File: src/rtl/commit_trace_buffer.sv
// commit_trace_buffer: numbers WB commits, counts cycles and drains records to the trace writer through a FIFO.
// Optional `TRACE_BACKPRESSURE_EN drives stall_req when the FIFO is nearly full.
module commit_trace_buffer #(
    parameter int DATA_W = 16,
    parameter int REG_W = 3,
    parameter int DEPTH = 8,
    parameter int CNT_W = 32,
    localparam int REC_W = 4 + REG_W + 4*DATA_W
) (
    input  logic              clk,
    input  logic              rst_n,
    input  logic              cm_valid,
    input  logic [DATA_W-1:0] cm_pc,
    input  logic              cm_regwr,
    input  logic [REG_W-1:0]  cm_wreg,
    input  logic [DATA_W-1:0] cm_wdata,
    input  logic              cm_memrd,
    input  logic              cm_memwr,
    input  logic [DATA_W-1:0] cm_maddr,
    input  logic [DATA_W-1:0] cm_mdata,
    input  logic              cm_halt,
    output logic              rec_valid,
    input  logic              rec_ready,
    output logic [CNT_W-1:0]  rec_inum,
    output logic [REC_W-1:0]  rec_data,
    output logic [CNT_W-1:0]  cycle_cnt,
    output logic [CNT_W-1:0]  inst_cnt,
    output logic              overflow,
    output logic              stall_req,
    output logic              done
);
    localparam int AW = $clog2(DEPTH);
    localparam int EW = CNT_W + REC_W;
    typedef enum logic [1:0] {RUN, DRAIN, DONE} state_t;
    state_t state_q, state_d;
    logic [EW-1:0] mem_q [DEPTH];
    logic [EW-1:0] mem_d [DEPTH];
    logic [AW:0] wr_q, wr_d, rd_q, rd_d, occ;
    logic [CNT_W-1:0] cycle_q, cycle_d, inst_q, inst_d;
    logic ovf_q, ovf_d, done_q, done_d;
    logic full, empty, push, pop, head_halt;
    assign occ = wr_q - rd_q;
    assign empty = wr_q == rd_q;
    assign full = (wr_q[AW] != rd_q[AW]) && (wr_q[AW-1:0] == rd_q[AW-1:0]);
    assign rec_valid = !empty && state_q != DONE;
    assign {rec_inum, rec_data} = mem_q[rd_q[AW-1:0]];
    assign head_halt = rec_data[REC_W-1];
    assign pop = rec_valid && rec_ready;
    // a pop in the same cycle frees the slot, so a full FIFO can still accept
    assign push = cm_valid && state_q == RUN && (!full || pop);
    assign cycle_cnt = cycle_q;
    assign inst_cnt = inst_q;
    assign overflow = ovf_q;
    assign done = done_q;
`ifdef TRACE_BACKPRESSURE_EN
    assign stall_req = state_q == RUN && occ >= (AW+1)'(DEPTH-1);
`else
    assign stall_req = 1'b0;
`endif
    always_comb begin
        mem_d = mem_q;
        if (push)
            mem_d[wr_q[AW-1:0]] = {inst_q, cm_halt, cm_memrd, cm_memwr, cm_regwr, cm_wreg,
                                   cm_pc, cm_wdata, cm_maddr, cm_mdata};
        wr_d = push ? wr_q + (AW+1)'(1) : wr_q;
        rd_d = pop ? rd_q + (AW+1)'(1) : rd_q;
        cycle_d = cycle_q + CNT_W'(1);
        inst_d = push ? inst_q + CNT_W'(1) : inst_q;
        ovf_d = ovf_q || (cm_valid && state_q == RUN && full && !pop);
        state_d = (state_q == RUN && push && cm_halt) ? DRAIN :
                  (state_q == DRAIN && pop && head_halt) ? DONE : state_q;
        done_d = state_d == DONE;
    end
    always_ff @(posedge clk or negedge rst_n) begin
        if (!rst_n) begin
            mem_q <= '{default: '0};
            wr_q <= '0;
            rd_q <= '0;
            cycle_q <= '0;
            inst_q <= '0;
            ovf_q <= 1'b0;
            done_q <= 1'b0;
            state_q <= RUN;
        end else begin
            mem_q <= mem_d;
            wr_q <= wr_d;
            rd_q <= rd_d;
            cycle_q <= cycle_d;
            inst_q <= inst_d;
            ovf_q <= ovf_d;
            done_q <= done_d;
            state_q <= state_d;
        end
    end
endmodule

File: config.mk
export PLATFORM = sky130hd
export DESIGN_NAME = commit_trace_buffer
export DESIGN_NICKNAME = d
export VERILOG_FILES = /design/src/rtl/commit_trace_buffer.sv
export SDC_FILE = /design/constraint.sdc
export NUM_CORES = 2
export LEC_CHECK = 0
export CORE_ASPECT_RATIO = 0.7
export CORE_MARGIN = 8
export CORE_UTILIZATION = 50
export DETAILED_ROUTE_END_ITERATION = 7
export GPL_TIMING_DRIVEN = 0
export PLACE_DENSITY = 0.72
export SYNTH_ARGS = -nofsm -noshare
export SYNTH_HDL_FRONTEND = slang
export SYNTH_SLANG_ARGS = --single-unit
File: constraint.sdc
create_clock -name clk -period 2.6 [get_ports clk]
set_input_delay 0.65 -clock clk [delete_from_list [all_inputs] [get_ports clk]]
set_output_delay 0.65 -clock clk [all_outputs]
set_load 0.005 [all_outputs]
**Yosys cells after proc, flatten, opt, wreduce, memory -nomap -nowiden**

Index checks and enable logic that the tools add are counted.

- Flip-flop bits (word level): 900
- Input port bits: 75
- Output and inout bits: 171
- Word-level logic and storage cells: 56

- Add/sub/neg operators: 4
- $lt $le $gt $ge: 3
- Equal/unequal tests: 6
- Mux-type cells: 8
- Bitwise gates (word level): 2
- Reductions and logical operators: 18

Operators with widths:

| operator | count |
|---|---|
| 824-bit bitwise mux | 1 |
| 103-bit binary-select mux with 3-bit select | 1 |
| 103-bit demux with 3-bit select | 1 |
| 103-bit two-way mux | 3 |
| 32-bit by 1-bit adder with 32-bit output (second input constant) | 2 |
| 1-bit logical AND | 12 |
| 4-bit by 1-bit adder with 4-bit output (second input constant) | 2 |
| 4-bit greater-or-equal comparator (second input constant) | 2 |
| 3-bit inverter with 4-bit output | 2 |
| 4-bit equality test | 1 |
| 4-bit by 1-bit < comparator with 1-bit output (second input constant) | 1 |
| 2-bit two-way mux | 2 |
| 3-bit equality test | 1 |
| 1-bit zero test | 3 |
| 2-bit by 1-bit equality test with 1-bit output (second input constant) | 1 |
| 2-bit equality test (second input constant) | 1 |
| 2-bit zero test | 1 |
| 1-bit logical OR | 2 |
| 2-bit != test (second input constant) | 1 |
| 1-bit != test | 1 |

**Longest topological paths before layout**

- Depth in word-level cells: 10
- Depth in mapped cells: 8
- Gate-level depth less buffers: 5

**Least setup slack after synthesis**

OpenSTA, ideal clock, no wires.

- Path kind: register to output
- From: register rd_q[0]
- To: output port rec_inum[10]
- Arrival: 2204 ps
- Required time: 1950 ps
- Slack: -254 ps
- Stages on the path, launching flop included: 6
- Buffers on the path: 3
- Path through: dfrtp_1 > buf_2 > buf_2 > buf_1 > mux4_2 > mux2_2

- Word-level cells in the longest chain between the ends: 4

Ends and longest elaborated chain:

| what | RTL line | RTL |
|---|---|---|
| from (decl) | 38 | `logic [AW:0] wr_q, wr_d, rd_q, rd_d, occ;` |
| from (signal assigned) | 87 | `rd_q <= rd_d;` |
| 3-bit inverter with 4-bit output (implied by the code) | 46 | `assign {rec_inum, rec_data} = mem_q[rd_q[AW-1:0]];` |
| 103-bit binary-select mux with 3-bit select | 46 |  |
| 103-bit two-way mux (implied by the code) (2 in series) | 46 |  |
| to (decl) | 24 | `output logic [CNT_W-1:0] rec_inum,` |

Every way passes these cells. The select of a mux whose other input is x is not followed.

**Worst setup path in the final report**

- From: register rd_q[0]
- To: output port rec_data[0]

- Word-level cells in the longest chain between the ends: 4

Ends and longest elaborated chain:

| what | RTL line | RTL |
|---|---|---|
| 3-bit inverter with 4-bit output (implied by the code) | 46 |  |
| 103-bit binary-select mux with 3-bit select | 46 |  |
| 103-bit two-way mux (implied by the code) (2 in series) | 46 |  |
| to (decl) | 25 | `output logic [REC_W-1:0] rec_data,` |

Every way passes these cells. The select of a mux whose other input is x is not followed.

==> impl_results.md <==
* Post-DR vias/cell at 5.832
* Final net count at 3025
* Largest net degree at the start of global routing at 132
* Crit path launch type: register
* Antenna violations before repair at 13
* Adder-Cell Fraction of Synth Area at 0.1244%
* # IOs at 246
* TritonRoute pass-1 iters at 5
* Post-DP HPWL at 66650 um
* Simple-Gate Fraction of Synth Area at 1.580%
* Power share of the clock group at 22.0%
* Die ar. at 89920 um^2
* Top cells by area, synth: dfrtp_1, mux2_2, mux4_2
* Design Power at 57680 uW
* Hold Crit Class: primary input to async pin
* Core region area at 80120 um^2
* Syn avg cell area at 16.26 um^2
* GR Overflow Total at 0
* Synth Net Count at 2552
* Total routed wirelength at 105500 um
* Htree depth at 3
* Clk_lat worst skew at 0.64 ns
* Synthesized flop and latch total at 900
* Design internal power at 40680 uW
* Final min period at 3.335 ns
* Wire length of the first global-routing pass at 158000 um
* Worst vdd ir at 621.7 uV
* Switching Share at 29.47%
* Placed Instances at 3792
* Mapped Cells at 2473
* Synth async-reset ratio at 100.0%
* Finished Layout Cells at 4085
* Global-route usage over all layers at 22.63%
* DR vias at 23830
* Clock Skews at 0.01805 ns
* Largest family of logic cells by synthesized area: multiplexers
* Rel. slew slack at 34.96%
* Wire per inst at 25.84 um
* Failing checks: negative setup slack
* TritonCTS clock tree: yes
* Clk slew on worst S/H paths at 0.06 ns
* Xor and xnor area share after synthesis at 1.546%
* LEAKAGE at 0.02285 uW
* Net Sw Power at 17000 uW
* Worst Max-Slew Pin Slew at 0.9757 ns
* Clock Tree Root: clkbuf_16
* Die H at 253.3 um
* Sequential power share at 37.4%
* Crit path DAT at 2.68 ns
* Endpoints failing hold at 0
* Vias in the first global route at 26020
* Placer congestion estimate at 0.8149
* DRC viols at 0
* WS Path Type: register to output port
* Synth-to-Final Area Change at 25.01%
* WP data required at 1.95 ns
* Fin worst setup slack at -0.7346 ns
* # clock sinks at 900
* RSZ-0062 raised after global routing: yes
* Max Slew Vio Count at 0
* CTS buffer count at 89
* Leading area contributor after synthesis: dfrtp_1
* Fraction of layout cells with a size suffix above 1 at 53.36%
* F_max at 299.9 MHz
* Port buffer count at 244
* Yosys warns at 0
* CP Max Fanout at 7
* Area of the mapped netlist at 40220 um^2
* Worst setup EP type: output port
* Status: finished, violations left
* Final Setup Violations at 193
* Max Cap Violations at 0
* Layout Utilization at 62.76%
* DIE WIDTH at 355.0 um
* Period utilisation layout at 128.3%
* Number of synthesized flops with an enable pin at 0
* Synth top area share at 56.00%
* Clock buffer depth at 3
* Row count at 87
* Distinct cells, synth at 35
* Iter 0 DRT Violations at 1450
* Initial Utilization at 50.20%
* Logic pwr share at 40.7%
* Fill cells at 5682
* Hold slack at 0.05903 ns
* Routed Antenna Nets at 0
* Mux share of post-synthesis cell area at 37.57%
* Top FF cell, synth: dfrtp_1
* PD cells at 1147 nW/um^2
* Seq/Total Area, Yosys at 56.00%
* Synth Area in Compound Gates at 0.9830%
## critical path, stage by stage, from the launching register on
cell and delay, ns:
dfrtp_2 0.43, buf_12 0.16, clkbuf_16 0.20, buf_16 0.16
buf_6 0.12, buf_6 0.10, mux4_2 0.43, mux2_4 0.32
buf_6 0.13
## through the flow
step / cell area [um^2] / setup TNS [ns] / setup slack (ns)
after CTS: 47810 / -544.75 / -0.9687
after detailed placement: 44220 / -1300.15 / -1.756
after floorplan: 40240 / -0.5225 / -0.007521
after global placement: 44020 / - / -36.80
after global routing: 50280 / -82.93 / -0.7983
final: 50280 / -67.32 / -0.7346
## timing repair
item / in CTS / in global routing
gates resized for setup: 329 / 612
endpoints found under the setup margin: 991 / 966
gates cloned: 1 / 18
setup buffers: 11 / 103
hold buffers: 2 / 0
hold endpoints to repair: 35 / 0
pin swaps: 0 / 7
## Yosys cell counts (4+ instances only)
| cell | n |
|---|---|
| a2111oi_0 | 20 |
| a2111oi_2 | 6 |
| a211oi_1 | 13 |
| and2_1 | 7 |
| and3_1 | 7 |
| and4_1 | 9 |
| buf_1 | 23 |
| buf_2 | 70 |
| buf_4 | 7 |
| clkbuf_1 | 93 |
| dfrtp_1 | 900 |
| ha_1 | 4 |
| inv_1 | 11 |
| mux2_1 | 73 |
| mux2_2 | 857 |
| mux4_2 | 206 |
| nand2_1 | 23 |
| nand2b_1 | 4 |
| nand3_1 | 23 |
| nand4_1 | 16 |
| nor2_1 | 4 |
| nor3_1 | 8 |
| nor4_1 | 6 |
| xnor2_1 | 21 |
| xor2_1 | 50 |
## placed cells by master (no fill, tap or decap), types with 29 or more instances in the layout
cell / n
buf_6: 110
clkbuf_2: 65
clkbuf_1: 60
buf_12: 31
mux2_2: 754
mux2_4: 116
xor2_1: 47
clkbuf_16: 114
mux2_1: 60
clkdlybuf4s50_1: 138
dfrtp_1: 897
clkbuf_8: 29
mux4_2: 206
buf_4: 64
## logic make-up (layout without fill, tap and decap cells)
kind of cell             count (synthesis)  in the layout
buffers and inverters                  204            741
other                                    1              8
adder cells (fa/ha/maj)                  4              4
XOR/XNOR                                71             71
multiplexers                          1136           1136
AO/OA/AOI/OAI                           44             44
AND/OR/NAND/NOR                        113            113
flip-flops                             900            900
## power by group through the flow
stage / clock [uW] / sequential [uW] / combinational (uW)
floorplan: 0 / 20700 / 12300
global placement: 0 / 21400 / 18800
detailed placement: 0 / 21700 / 19500
CTS: 13000 / 21400 / 20700
global route: 13500 / 22200 / 24800
finish: 12700 / 21500 / 23400
## worst paths after layout
path | end | start | slack, ns | depth (start not counted)
worst max-delay path | rec_data[0] | rd_q[0] | -0.73 | 8
worst min-delay path | mem_q[397] | rst_n | 0.06 | 2
worst max register to register | mem_q[608] | state_q[1] | -0.07 | 9
worst min register to register | cycle_cnt[31] | cycle_cnt[31] | 0.47 | 1
max in group asynchronous | mem_q[678] | rst_n | 0.38 | 5
min in group clk | cycle_cnt[31] | cycle_cnt[31] | 0.47 | 1
## registers in the layout, summed over array words and instances (netlist names)
signal and cells:
mem_q 824, cycle_cnt 32, inst_cnt 32, rd_q 4, wr_q 4, state_q 2, done 1, overflow 1
## routing by layer
metal / wire length [um] / vias up / track usage [%]
met4: 3153 / 10 / 8.075
met3: 5754 / 191 / 4.803
met5: 81 / - / 0
li1: - / 10170 / -
met1: 46570 / 12900 / 31.45
met2: 49980 / 555 / 35.40
## area by class of cell
class | count | area (um^2) | area share (%)
flip-flops and latches | 900 | 22530 | 44.80
multi-input cells | 1369 | 17430 | 34.67
repair buffers | 386 | 4208 | 8.369
clock buffers | 135 | 2655 | 5.280
plain buffers | 189 | 1874 | 3.728
well taps | 1068 | 1336 | 2.658
clock inverters | 20 | 188.9 | 0.3758
inverters | 11 | 41.29 | 0.08212
diodes | 7 | 17.52 | 0.03484
(Power assumes the default switching activity.)
